`config.mk`:
```
export PLATFORM = sky130hd
export DESIGN_NAME = sort_frame_loader
export DESIGN_NICKNAME = d
export VERILOG_FILES = /design/src/rtl/sort_frame_loader.sv
export SDC_FILE = /design/constraint.sdc
export NUM_CORES = 1
export LEC_CHECK = 0
export CAP_MARGIN = 20
export CORE_ASPECT_RATIO = 0.7
export CORE_MARGIN = 2
export CORE_UTILIZATION = 40
export CTS_BUF_LIST = sky130_fd_sc_hd__clkbuf_4 sky130_fd_sc_hd__clkbuf_8
export DETAILED_ROUTE_END_ITERATION = 16
export PLACE_DENSITY = 0.71
export SYNTH_ARGS = -nofsm -noshare
export SYNTH_HDL_FRONTEND = slang
export SYNTH_SLANG_ARGS = --single-unit
```
`constraint.sdc`:
```
create_clock -name clk -period 1.7 [get_ports clk]
set_input_delay 0.17 -clock clk [delete_from_list [all_inputs] [get_ports clk]]
set_output_delay 0.17 -clock clk [all_outputs]
set_load 0.05 [all_outputs]
```
`src/rtl/sort_frame_loader.sv`:
```
// ---------------------------------------------------------------------------
// sort_frame_loader
//
// Front end of the register-based sorting network. Collects a serial stream
// of samples over a valid/ready handshake, packs them into a frame of
// NUM_INPUTS samples, tags every sample with the slot it arrived in, and
// hands the whole frame to the first comparison column with a one-cycle
// strobe. After the strobe the loader refuses new samples until the network
// has had NET_LATENCY cycles and has reported done.
//
// Optional feature (compile-time macro SORT_FRAME_LOADER_PAD_EN):
//   Adds input in_last. A transfer flagged in_last before the final slot
//   closes the frame early; the remaining slots are zero-filled and tagged
//   with their own slot index on the same edge.
//
// Ports:
//   clk          in   1                         system clock, rising edge
//   reset        in   1                         asynchronous, active-low reset
//   in_data      in   NETWORK_WIDTH             sample from source
//   in_valid     in   1                         in_data valid
//   in_last      in   1                         last sample of burst (PAD_EN only)
//   in_ready     out  1                         loader accepts a sample this cycle
//   net_done     in   1                         done from the last comparison column
//   net_ready    out  1                         one-cycle strobe to first column
//   frame_data   out  NUM_INPUTS*NETWORK_WIDTH  slot k at [k*NETWORK_WIDTH +: NETWORK_WIDTH]
//   frame_index  out  NUM_INPUTS*INDEX_WIDTH    slot index, same packing
//   frame_count  out  16                        frames issued since reset (wraps)
// ---------------------------------------------------------------------------
module sort_frame_loader #(
    parameter int NETWORK_WIDTH = 16,
    parameter int INDEX_WIDTH   = 3,
    parameter int NUM_INPUTS    = 8,
    parameter int NET_LATENCY   = 3
) (
    input  logic                                clk,
    input  logic                                reset,
    input  logic [NETWORK_WIDTH-1:0]            in_data,
    input  logic                                in_valid,
`ifdef SORT_FRAME_LOADER_PAD_EN
    input  logic                                in_last,
`endif
    output logic                                in_ready,
    input  logic                                net_done,
    output logic                                net_ready,
    output logic [NUM_INPUTS*NETWORK_WIDTH-1:0] frame_data,
    output logic [NUM_INPUTS*INDEX_WIDTH-1:0]   frame_index,
    output logic [15:0]                         frame_count
);

    // Slot counter only needs to reach NUM_INPUTS-1 (power of two).
    localparam int CNT_W  = (NUM_INPUTS > 1) ? $clog2(NUM_INPUTS) : 1;
    // Wait counter holds values 0..NET_LATENCY-1.
    localparam int WAIT_W = (NET_LATENCY > 1) ? $clog2(NET_LATENCY) : 1;

    localparam logic [CNT_W-1:0]  LAST_SLOT = CNT_W'(NUM_INPUTS - 1);
    localparam logic [WAIT_W-1:0] WAIT_LOAD = WAIT_W'(NET_LATENCY - 1);

    typedef enum logic [1:0] {
        ST_FILL  = 2'd0,
        ST_ISSUE = 2'd1,
        ST_WAIT  = 2'd2
    } state_t;

    state_t                               r_state;
    logic [CNT_W-1:0]                     r_slot_cnt;
    logic [WAIT_W-1:0]                    r_wait_cnt;
    logic                                 r_in_ready;
    logic                                 r_net_ready;
    logic [NUM_INPUTS*NETWORK_WIDTH-1:0]  r_frame_data;
    logic [NUM_INPUTS*INDEX_WIDTH-1:0]    r_frame_index;
    logic [15:0]                          r_frame_count;

    logic                                 w_accept;
    logic                                 w_last_slot;
    logic                                 w_close;
    logic                                 w_pad;

    // A transfer needs both sides of the handshake; in_ready is only ever
    // high in FILL, but the state term keeps the intent explicit.
    assign w_accept    = in_valid && r_in_ready && (r_state == ST_FILL);
    assign w_last_slot = (r_slot_cnt == LAST_SLOT);

`ifdef SORT_FRAME_LOADER_PAD_EN
    // Early close: zero-fill the tail of the frame when the source flags
    // the end of its burst before the frame is full.
    assign w_pad   = in_last && !w_last_slot;
    assign w_close = w_last_slot || in_last;
`else
    assign w_pad   = 1'b0;
    assign w_close = w_last_slot;
`endif

    // Frame FSM. All outputs are registered here so nothing downstream sees
    // a combinational path from the inputs. net_ready and the frame count
    // are set on the edge that enters ISSUE, so they are visible exactly
    // during the ISSUE cycle. in_ready is set on the edge that enters FILL,
    // which also makes it rise on the first edge after reset release.
    always_ff @(posedge clk or negedge reset) begin
        if (!reset) begin
            r_state       <= ST_FILL;
            r_slot_cnt    <= '0;
            r_wait_cnt    <= '0;
            r_in_ready    <= 1'b0;
            r_net_ready   <= 1'b0;
            r_frame_data  <= '0;
            r_frame_index <= '0;
            r_frame_count <= '0;
        end else begin
            r_net_ready <= 1'b0;
            case (r_state)
                ST_FILL: begin
                    r_in_ready <= 1'b1;
                    if (w_accept) begin
                        for (int j = 0; j < NUM_INPUTS; j++) begin
                            if (CNT_W'(j) == r_slot_cnt) begin
                                r_frame_data[j*NETWORK_WIDTH +: NETWORK_WIDTH] <= in_data;
                                r_frame_index[j*INDEX_WIDTH +: INDEX_WIDTH]    <= INDEX_WIDTH'(r_slot_cnt);
                            end else if (w_pad && (CNT_W'(j) > r_slot_cnt)) begin
                                r_frame_data[j*NETWORK_WIDTH +: NETWORK_WIDTH] <= '0;
                                r_frame_index[j*INDEX_WIDTH +: INDEX_WIDTH]    <= INDEX_WIDTH'(j);
                            end
                        end
                        if (w_close) begin
                            r_slot_cnt    <= '0;
                            r_state       <= ST_ISSUE;
                            r_in_ready    <= 1'b0;
                            r_net_ready   <= 1'b1;
                            r_frame_count <= r_frame_count + 16'd1;
                        end else begin
                            r_slot_cnt <= r_slot_cnt + CNT_W'(1);
                        end
                    end
                end

                ST_ISSUE: begin
                    r_in_ready <= 1'b0;
                    r_wait_cnt <= WAIT_LOAD;
                    r_state    <= ST_WAIT;
                end

                // Minimum latency first, then the network's (sticky) done.
                ST_WAIT: begin
                    if (r_wait_cnt == '0) begin
                        if (net_done) begin
                            r_state    <= ST_FILL;
                            r_in_ready <= 1'b1;
                        end
                    end else begin
                        r_wait_cnt <= r_wait_cnt - WAIT_W'(1);
                    end
                end

                default: begin
                    r_state    <= ST_FILL;
                    r_slot_cnt <= '0;
                    r_in_ready <= 1'b0;
                end
            endcase
        end
    end

    assign in_ready    = r_in_ready;
    assign net_ready   = r_net_ready;
    assign frame_data  = r_frame_data;
    assign frame_index = r_frame_index;
    assign frame_count = r_frame_count;

endmodule

```
==> summary.md <==
| Metric | Value |
|---|---|
| CTS Buf Count | 17 |
| HP Class | in -> async |
| Initial antenna violation count | 0 |
| Tightest Pin Transition | around 0.6 ns |
| Distinct cell type count after synthesis | 34 |
| Mapped cell area | roughly 7000 sq um |
| Mean Syn Cell Area | 13.9 sq um |
| Maxcap violations | 0 |
| Number of synthesized register bits | 177 |
| Die Y-Extent | approximately 110 microns |
| Post-synthesis net count | ~520 |
| Fmax | about 0.58 GHz |
| Post-Syn Instances | about 490 |
| Max-slew violation count | 0 |
| Fillers | 1340 |
| Multi-input gate area | 2490 sq um |
| Endpoints failing hold | 0 |
| Register area share after synthesis | roughly 65% |
| Critical Path AT | 2.13 ns |
| Gr usage total | approximately 22% |
| Worst R2R Start | r_slot_cnt[0] |
| Slew margin rel. | between 60% and 70% |
| Clock sinks | 177 |
| Placed Instance Area | 9250 sq um |
| Post-layout min period | 1.73 ns |
| Via count | just under 5000 |
| Die W | between 150 and 200 microns |
| DRT iter0 DRCs | between 200 and 300 |
| Fin crit share | 102% |
| First-pass GRT wire length | between 30 and 40 mm |
| Top cell type's share of synthesized area | approximately two thirds |
| Detail Placement HPWL | around 13 mm |
| CTS tree | yes |
| Later-pin clock latency in the skew report | ~0.47 ns |
| Pin count of the biggest net entering global routing | 55 |
| Initial Util | roughly two fifths |
| Final Cell Area | 9830 sq um |
| Synth area leaders | dfrtp_1 65%, mux2_2 19%, nand2_1 4.3%, ha_1 2.0%, xnor2_1 1.3% |
| Worst reg2reg endpoint | frame_count[12] |
| DRC | 0 |
| Reg area | 4430 sq um |
| Nets | roughly 770 |
| RSZ-0062 raised after global routing | true |
| FF-to-FF path depth | 6 |
| Run status | finished, violations left |
| Synthesis Warnings | 0 |
| Final WL | around 19 mm |
| Die area | ~18000 sq um |
| Core box area | between 15000 and 20000 sq um |
| Vias in the first global route | ~5200 |
| Startpoint types | flip-flop |
| Placed cell count | about 930 |
| Setup slack, reg-to-reg | -0.03 ns |
| Routed length per instance | 19.6 microns |
| Critical Path Start | r_slot_cnt[0] |
| Crit path kind | reg -> reg |
| Share of layout cells above drive strength 1 | 40.2% |
| Antenna cell count | 0 |
| RePlAce Congestion | between 0.8 and 0.9 |
| CP max FO | 3 |
| Clock Skew | approximately 0.014 ns |
| IO buf count | between 150 and 200 |
| Htree depth | 4 |
| Synth area leader | dfrtp_1 |
| Reg clk slew, reported paths | 0.09 ns |
| IO Pins | between 150 and 200 |
| Post-route ant nets | 0 |
| Final worst slack | -0.0336 ns |
| Row cnt | 39 |
| Pre-antenna DRT Iters | 4 |
| Vias/cell | 4.97 |
| CP required | 2.10 ns |
| Area growth, synth to finish | 43.8% |
| CTS root buffer | clkbuf_8 |
| Final setup vio count | 6 |
| Failing checks | setup timing |
| GRT overflow | 0 |
| Crit. End Element | flip-flop |
| Clock Path Buffers | 2 |
| Layout Cells excl Fill | about 1000 |
## repair_timing
action | in CTS | in global routing
cloned | 3 | 2
pin swaps | 6 | 6
endpoints found under the setup margin | 270 | 124
resized for setup | 130 | 13
hold buffers | 1 | 0
buffers inserted | 10 | 3
endpoints found under the hold margin | 47 | 0
## layout make-up
| cell class | instances | share of cell area, % |
|---|---|---|
| inverters | 12 | 0.509 |
| well taps | 225 | 2.86 |
| flip-flops and latches | 177 | 45.1 |
| repair buffers | 243 | 22.7 |
| multi-input cells | 289 | 25.3 |
| clock buffers | 20 | 2.74 |
| clock inverters | 12 | 0.853 |
## metal layers
layer / GRT usage [%] / share of wire (%)
met5: 0 / 0
met1: 28.5 / 44
met4: 5.77 / 0.97
met3: 8.25 / 7.2
met2: 35.6 / 47
## flip-flops by register name, summed over array words and instances, names as in the netlist
register / cells
frame_data: 128
frame_index: 24
frame_count: 16
r_slot_cnt: 3
r_state: 2
r_wait_cnt: 2
in_ready: 1
net_ready: 1
## cells in the final DEF, fill, tap and decap left out, drive strengths merged, types with 2 or more instances in the layout
| cell type | Yosys | final |
|---|---|---|
| clkinvlp | 0 | 3 |
| or4 | 2 | 2 |
| nand2b | 3 | 3 |
| nand3 | 6 | 6 |
| nor2 | 4 | 4 |
| mux2 | 118 | 118 |
| o21ai | 16 | 16 |
| clkinv | 1 | 8 |
| xnor2 | 10 | 10 |
| clkdlybuf4s50 | 0 | 18 |
| nand2 | 81 | 83 |
| buf | 12 | 120 |
| dlygate4sd2 | 0 | 103 |
| nor2b | 2 | 2 |
| nand4 | 5 | 5 |
| ha | 11 | 11 |
| inv | 11 | 13 |
| a21oi | 5 | 5 |
| nor3 | 7 | 7 |
| nor4 | 2 | 2 |
| clkbuf | 4 | 21 |
| and2 | 3 | 3 |
| xor2 | 5 | 5 |
| dfrtp | 177 | 177 |
## how the worst max path moves through the flow
stage                            to  slack (ns)  depth (start not counted)
floorplan           frame_count[12]       -0.14                          6
global placement    frame_data[109]       -0.21                          6
detailed placement    frame_data[1]       -0.32                          6
CTS                 frame_count[12]       -0.03                          6
global route        frame_count[12]       -0.11                          6
finish              frame_count[12]       -0.03                          6
## cell families after synthesis
family | count (synthesis) | share of synthesized area [%]
AOI/OAI and AO/OA | 26 | 2.10
xor gates and xnor gates | 15 | 1.92
adders and majority gates | 11 | 2.01
buffers and inverters | 28 | 1.79
DFF | 177 | 64.8
muxes | 118 | 19.4
and+or+nand+nor | 117 | 7.94
## Yosys cell counts, drive strengths merged
library cell / count
buf: 12
clkbuf: 4
nor3: 7
nor4: 2
nand3: 6
dfrtp: 177
a21o: 1
a22oi: 1
or4: 2
and4: 1
mux2: 118
o21a: 1
nor2b: 2
clkinv: 1
and3: 1
o21ai: 16
nand2: 81
and2: 3
a21oi: 5
inv: 11
xor2: 5
xnor2: 10
nand4: 5
a21boi: 1
nor2: 4
ha: 11
o32ai: 1
nand2b: 3
## critical path, cell delays in order, from the launching register on
cell and delay, ns:
dfrtp_1 0.42, ha_4 0.17, ha_4 0.14, nand4_4 0.09, or4_4 0.54, nor4_4 0.16
xor2_1 0.16
## through the flow
step	util (%)	setup TNS [ns]	hold WS (ns)	worst slack [ns]
finish	59.4	-0.0559	0.257	-0.0336
CTS	59.0	-0.0447	0.239	-0.0255
global placement	55.9	-21.99	0.183	-0.209
floorplan	-	-2.23	-0.126	-0.136
global route	59.4	-1.69	0.255	-0.107
detailed placement	55.9	-33.05	0.192	-0.320
Power is not shown: default switching activity piles up to over one toggle a cycle in this logic, so the estimate is an artifact.
